[config.mk]
export PLATFORM = sky130hd
export DESIGN_NAME = booth_r8_seq_mult
export DESIGN_NICKNAME = d
export VERILOG_FILES = /design/src/rtl/booth_r8_pkg.sv /design/src/rtl/booth_r8_pp_sel.sv /design/src/rtl/booth_r8_seq_mult.sv
export SDC_FILE = /design/constraint.sdc
export NUM_CORES = 1
export LEC_CHECK = 0
export BUFFER_PORTS_ARGS = -buffer_cell sky130_fd_sc_hd__buf_2
export CORE_MARGIN = 10
export CORE_UTILIZATION = 60
export CTS_BUF_LIST = sky130_fd_sc_hd__clkbuf_4 sky130_fd_sc_hd__clkbuf_8 sky130_fd_sc_hd__clkbuf_16
export CTS_CLUSTER_DIAMETER = 30
export DETAILED_ROUTE_END_ITERATION = 8
export GPL_TIMING_DRIVEN = 1
export PLACE_DENSITY = 0.8
export SYNTH_ARGS = -nofsm -noshare
export SYNTH_HDL_FRONTEND = slang
export SYNTH_HIERARCHICAL = 1
export SYNTH_SLANG_ARGS = --single-unit
[constraint.sdc]
create_clock -name clk -period 6.15 [get_ports clk]
set_clock_uncertainty 0.15 [all_clocks]
set_input_delay 1.5375 -clock clk [delete_from_list [all_inputs] [get_ports clk]]
set_output_delay 1.5375 -clock clk [all_outputs]
set_load 0.05 [all_outputs]
[src/rtl/booth_r8_pkg.sv]
// Shared types and helpers for the sequential radix-8 Booth multiplier.
package booth_r8_pkg;

    typedef enum logic [1:0] {
        ST_IDLE    = 2'd0,
        ST_PRECOMP = 2'd1,
        ST_ITER    = 2'd2,
        ST_DONE    = 2'd3
    } state_t;

    // Magnitude codes for one Booth digit (0..4 times X)
    localparam logic [2:0] MAG_ZERO = 3'd0;
    localparam logic [2:0] MAG_X    = 3'd1;
    localparam logic [2:0] MAG_2X   = 3'd2;
    localparam logic [2:0] MAG_3X   = 3'd3;
    localparam logic [2:0] MAG_4X   = 3'd4;

    typedef struct packed {
        logic       neg;
        logic [2:0] mag;
    } digit_t;

    // Number of radix-8 digits needed for an n-bit multiplier, i.e. ceil((n+1)/3)
    function automatic int num_digits(input int n);
        return (n + 3) / 3;
    endfunction

    // Decode a 4-bit overlapping window into sign and magnitude.
    // Negative windows mirror positive ones under bitwise complement of the low 3 bits.
    function automatic digit_t booth_decode(input logic [3:0] w);
        digit_t     d;
        logic [2:0] t;
        t     = w[3] ? ~w[2:0] : w[2:0];
        d.neg = w[3] & ~(&w[2:0]);
        case (t)
            3'b000:         d.mag = MAG_ZERO;
            3'b001, 3'b010: d.mag = MAG_X;
            3'b011, 3'b100: d.mag = MAG_2X;
            3'b101, 3'b110: d.mag = MAG_3X;
            default:        d.mag = MAG_4X;
        endcase
        return d;
    endfunction

endpackage

[src/rtl/booth_r8_pp_sel.sv]
// Combinational partial-product selector: picks 0/X/2X/3X/4X and negates if needed.
module booth_r8_pp_sel
    import booth_r8_pkg::*;
#(
    parameter int M = 8
) (
    input  logic [3:0]   window,
    input  logic [M+2:0] x_ext,
    input  logic [M+2:0] x3,
    output logic [M+2:0] pp
);

    digit_t       dig;
    logic [M+2:0] mag_val;

    // Magnitude select followed by conditional two's-complement negate
    always_comb begin
        dig = booth_decode(window);
        case (dig.mag)
            MAG_X:   mag_val = x_ext;
            MAG_2X:  mag_val = x_ext << 1;
            MAG_3X:  mag_val = x3;
            MAG_4X:  mag_val = x_ext << 2;
            default: mag_val = '0;
        endcase
        pp = dig.neg ? -mag_val : mag_val;
    end

endmodule

[src/rtl/booth_r8_seq_mult.sv]
// Sequential radix-8 Booth multiplier, one digit per clock, signed/unsigned at runtime.
module booth_r8_seq_mult
    import booth_r8_pkg::*;
#(
    parameter int M = 8,
    parameter int N = 8
) (
    input  logic             clk,
    input  logic             rst,
    input  logic             start,
    input  logic             tc,
    input  logic [M-1:0]     x,
    input  logic [N-1:0]     y,
    output logic             ready,
    output logic             busy,
    output logic             done,
    output logic [M+N-1:0]   product
);

    localparam int G     = num_digits(N);
    localparam int YW    = 3 * G + 1;
    localparam int XW    = M + 3;
    localparam int ACC_W = M + N + 4;
    localparam int IDX_W = (G > 1) ? $clog2(G) : 1;

    state_t             state_reg;
    logic [XW-1:0]      x_ext_reg;
    logic [XW-1:0]      x3_reg;
    logic [YW-1:0]      y_ext_reg;
    logic [ACC_W-1:0]   acc_reg;
    logic [IDX_W-1:0]   idx_reg;
    logic [M+N-1:0]     product_reg;
    logic               done_reg;
    logic               ready_reg;
    logic               busy_reg;

    logic [XW-1:0]      x_ext_next;
    logic [YW-1:0]      y_ext_next;
    logic [XW-1:0]      pp;
    logic [ACC_W-1:0]   pp_sext;
    logic [ACC_W-1:0]   pp_shift [G];
    logic [ACC_W-1:0]   acc_next;

    // Operand extension applied at capture time; tc only matters here
    assign x_ext_next = {{3{tc & x[M-1]}}, x};
    assign y_ext_next = {{(YW - N - 1){tc & y[N-1]}}, y, 1'b0};

    // y_ext_reg shifts right by 3 each iteration, so the current window is always the low nibble
    booth_r8_pp_sel #(.M(M)) u_pp_sel (
        .window (y_ext_reg[3:0]),
        .x_ext  (x_ext_reg),
        .x3     (x3_reg),
        .pp     (pp)
    );

    assign pp_sext = {{(N + 1){pp[XW-1]}}, pp};

    // Pre-shifted copies of the partial product, one per digit position
    for (genvar gi = 0; gi < G; gi++) begin : g_shift
        assign pp_shift[gi] = pp_sext << (3 * gi);
    end

    assign acc_next = acc_reg + pp_shift[idx_reg];

    // Control FSM with registered handshake outputs and datapath registers
    always_ff @(posedge clk) begin
        if (rst) begin
            state_reg   <= ST_IDLE;
            x_ext_reg   <= '0;
            x3_reg      <= '0;
            y_ext_reg   <= '0;
            acc_reg     <= '0;
            idx_reg     <= '0;
            product_reg <= '0;
            done_reg    <= 1'b0;
            ready_reg   <= 1'b1;
            busy_reg    <= 1'b0;
        end else begin
            done_reg <= 1'b0;
            case (state_reg)
                ST_IDLE, ST_DONE: begin
                    if (start) begin
                        x_ext_reg <= x_ext_next;
                        y_ext_reg <= y_ext_next;
                        acc_reg   <= '0;
                        idx_reg   <= '0;
                        ready_reg <= 1'b0;
                        busy_reg  <= 1'b1;
                        state_reg <= ST_PRECOMP;
                    end else begin
                        state_reg <= ST_IDLE;
                    end
                end
                ST_PRECOMP: begin
                    x3_reg    <= x_ext_reg + (x_ext_reg << 1);
                    idx_reg   <= '0;
                    state_reg <= ST_ITER;
                end
                ST_ITER: begin
                    acc_reg   <= acc_next;
                    y_ext_reg <= y_ext_reg >> 3;
                    if (idx_reg == IDX_W'(G - 1)) begin
                        product_reg <= acc_next[M+N-1:0];
                        done_reg    <= 1'b1;
                        ready_reg   <= 1'b1;
                        busy_reg    <= 1'b0;
                        state_reg   <= ST_DONE;
                    end else begin
                        idx_reg <= idx_reg + IDX_W'(1);
                    end
                end
                default: state_reg <= ST_IDLE;
            endcase
        end
    end

    assign ready   = ready_reg;
    assign busy    = busy_reg;
    assign done    = done_reg;
    assign product = product_reg;

endmodule

==> run summary <==
Seq pwr share: 33.2%
actual slew at the worst max-slew pin: 0.835 ns
GP Congestion: 0.926
pwr/cell area: 351 mW/mm^2
Resized Gates After CTS: 0
crit-path cells: ha_1 > a21boi_2 > nand2_1 > o21ai_0 > nand2_1 > ha_1 > o211ai_1 > nor4_4 > a41oi_1 > xor2_1 > nor2b_1 > a21oi_1 > o21ai_0 > ha_1 > nand4_4 > nor2_2 > nand2_1 > o21a_1 > or4_1 > nand3_1
CTS Sinks: 69
I/O pin count: 39
synthesized cell area: 0.00477 mm^2
peak supply drop: 0.265 mV
clk_lat worst skew: 0.35 ns
P_sw: 0.000816 W
ys flop type: dfxtp_1
worst slack at placement: 0.763 ns
flops & latches, synth: 69
Longest Clk Path Bufs: 2
final setup vio count: 0
DRT antenna net count: 0
first-pass GRT wire length: 19,900 um
maximum level of the CTS H-tree: 3
Combinational Power Share: 47.4%
Slew headroom: 44.0%
# DRC: 0
gr ovfl total: 0
HP Class: register to register
CTS tree: done
clock-pin slew on the worst setup and hold paths: 0.08 ns
kind of critical path: register to register
Post-DP HPWL: 8570 um
total of max-cap violations: 0
RSZ-0062 raised after global routing: false
Crit Path Max Fanout: 19
hold buffers post-CTS: 0
setup slack after layout: 0.671 ns
GRT Total Usage: 20.2%
Clock Power Share: 19.4%
Seq/Total Area, Yosys: 29.0%
Final TNS setup: 0 ns
Layout Nets: 658
CP top delay family: simple AND/OR/NAND/NOR gates
Internal Power: 0.000973 W
Arr. time, crit path: 5.62 ns
status: finished, final reports clean
Diodes inserted: 0
period utilization: 89.1%
Post-synth EDFFs: 0
static leakage power: 2.05 nW
Synth Net Count: 642
post-CTS setup buffer count: 0
CTS buffer count: 9
WP buf/inv: 0
Initial Util: 61.7%
DR pass1 iterations: 5
initial antenna violation count: 0
Syn Area/Cell: 8.05 um^2
via count: 4,419
Worst Setup End Kind: register
Tmin final: 5.48 ns
DIE AREA: 0.0119 mm^2
Startpoint Class: register
routed length per instance: 16.5 um
Slew Viols, Final: 0
warnings from Yosys: 6
count of final hold-check violations: 0
number of buffers added on ports: 38
slowest library cell on the worst path: ha_1
Die Ht: 109 um
critical path required time: 6.29 ns
Syn Inst Count: 592
Vias/cell: 6.18
core footprint: 0.00773 mm^2
number of global-route vias before repair: 4,170
f_max: 183 MHz
routed wire length: 11,800 um
Netlist cell types: 69
chip width: 109 um
CTS root buf: clkbuf_8
starting DRC count in detailed routing: 288
share of post-route cells with drive strength above 1: 13.1%
Post-synth ARST share: 0%
largest net degree at the start of global routing: 65
Layout area overhead: 6.75%
Rows: 32
Switching Fraction: 45.6%
CP peak stage delay: 0.74 ns
## through the flow
| stage | hold WS [ns] | cells | utilization, % | total power (W) | cell area [um^2] |
|---|---|---|---|---|---|
| CTS | 0.306 | 715 | 65.9 | 0.00178 | 5090 |
| global placement | 0.291 | 699 | 63.5 | 0.00141 | 4910 |
| finish | 0.305 | 715 | 65.9 | 0.00179 | 5090 |
| detailed placement | 0.294 | 699 | 63.5 | 0.00143 | 4910 |
| global route | 0.319 | 715 | 65.9 | 0.00192 | 5090 |
| floorplan | 0.282 | 592 | - | 0.00128 | 4770 |
## power groups by stage
stage	registers (W)	clock network, W	logic, W
detailed placement	0.000601	0	0.000831
floorplan	0.000578	0	0.000706
global route	0.000603	0.000370	0.000943
finish	0.000594	0.000347	0.000848
CTS	0.000591	0.000350	0.000839
global placement	0.000597	0	0.000815
## Yosys cell counts (6+ instances only)
library cell	instances	area share, %
mux2i_1	20	4.2
nand2_1	69	5.4
buf_4	8	1.3
nand3_1	16	1.7
and2_1	9	1.2
a31oi_1	6	0.79
a21oi_1	54	5.7
buf_1	6	0.47
xnor2_1	20	3.7
a22oi_1	10	1.6
o211ai_1	6	0.94
dfxtp_1	69	29
nor2b_1	12	1.6
nor3_1	7	0.73
inv_1	18	1.4
a21o_1	7	1.1
a22o_1	12	2.2
buf_2	8	0.84
nor2_1	65	5.1
ha_1	28	7.3
a211oi_1	13	2.0
clkbuf_1	11	0.87
o21ai_0	27	2.8
xor2_1	7	1.3
## area by class of cell
class                   count  area [um^2]
repair buffers             40          205
clock buffers              10          131
multi-input cells         470         3130
well taps                 102          128
flip-flops and latches     69         1380
inverters                  18         67.6
clock inverters             6         48.8
fillers                   662         2640
## routing by layer
layer	up-vias	global-route usage, %	wire length, um
met5	-	0	0
met4	0	4.99	116
met3	15	3.95	701
met2	141	32.6	5500
met1	2099	27.0	5510
li1	2164	-	-
## final timing paths
check                from     endpoint  slack, ns  cells after the start
max          y_ext_reg[0]  product[15]       0.67                     20
min reg2reg    product[4]   product[4]       0.30                      2
min            product[4]   product[4]       0.30                      2
max reg2reg  y_ext_reg[0]  product[15]       0.67                     20
## layout by cell type (no fill, tap or decap), types with 10 or more instances in the layout
| master | Yosys | layout |
|---|---|---|
| nand2_1 | 69 | 69 |
| o21ai_0 | 27 | 27 |
| nor2_1 | 65 | 65 |
| nor2b_1 | 12 | 12 |
| a21oi_1 | 54 | 54 |
| buf_2 | 8 | 38 |
| dfxtp_1 | 69 | 69 |
| inv_1 | 18 | 18 |
| a211oi_1 | 13 | 13 |
| a22o_1 | 12 | 12 |
| xnor2_1 | 20 | 20 |
| ha_1 | 28 | 28 |
| nand3_1 | 16 | 16 |
| a22oi_1 | 10 | 10 |
| mux2i_1 | 20 | 20 |
## tightest hold or removal path: stages (launching register included)
cell     delay, ns
dfxtp_1       0.31
nand2_1       0.05
a21oi_1       0.05
## cell families after synthesis
logic type      after synthesis  share of synthesized area [%]
buf+inv                      53                           5.43
flops                        69                           29.0
xor+xnor                     29                           5.64
fa+ha+maj                    31                           8.48
simple gates                208                           20.8
mux                          24                           5.14
compound gates              178                           25.5
Note: power is estimated with default switching activity, not from simulation.
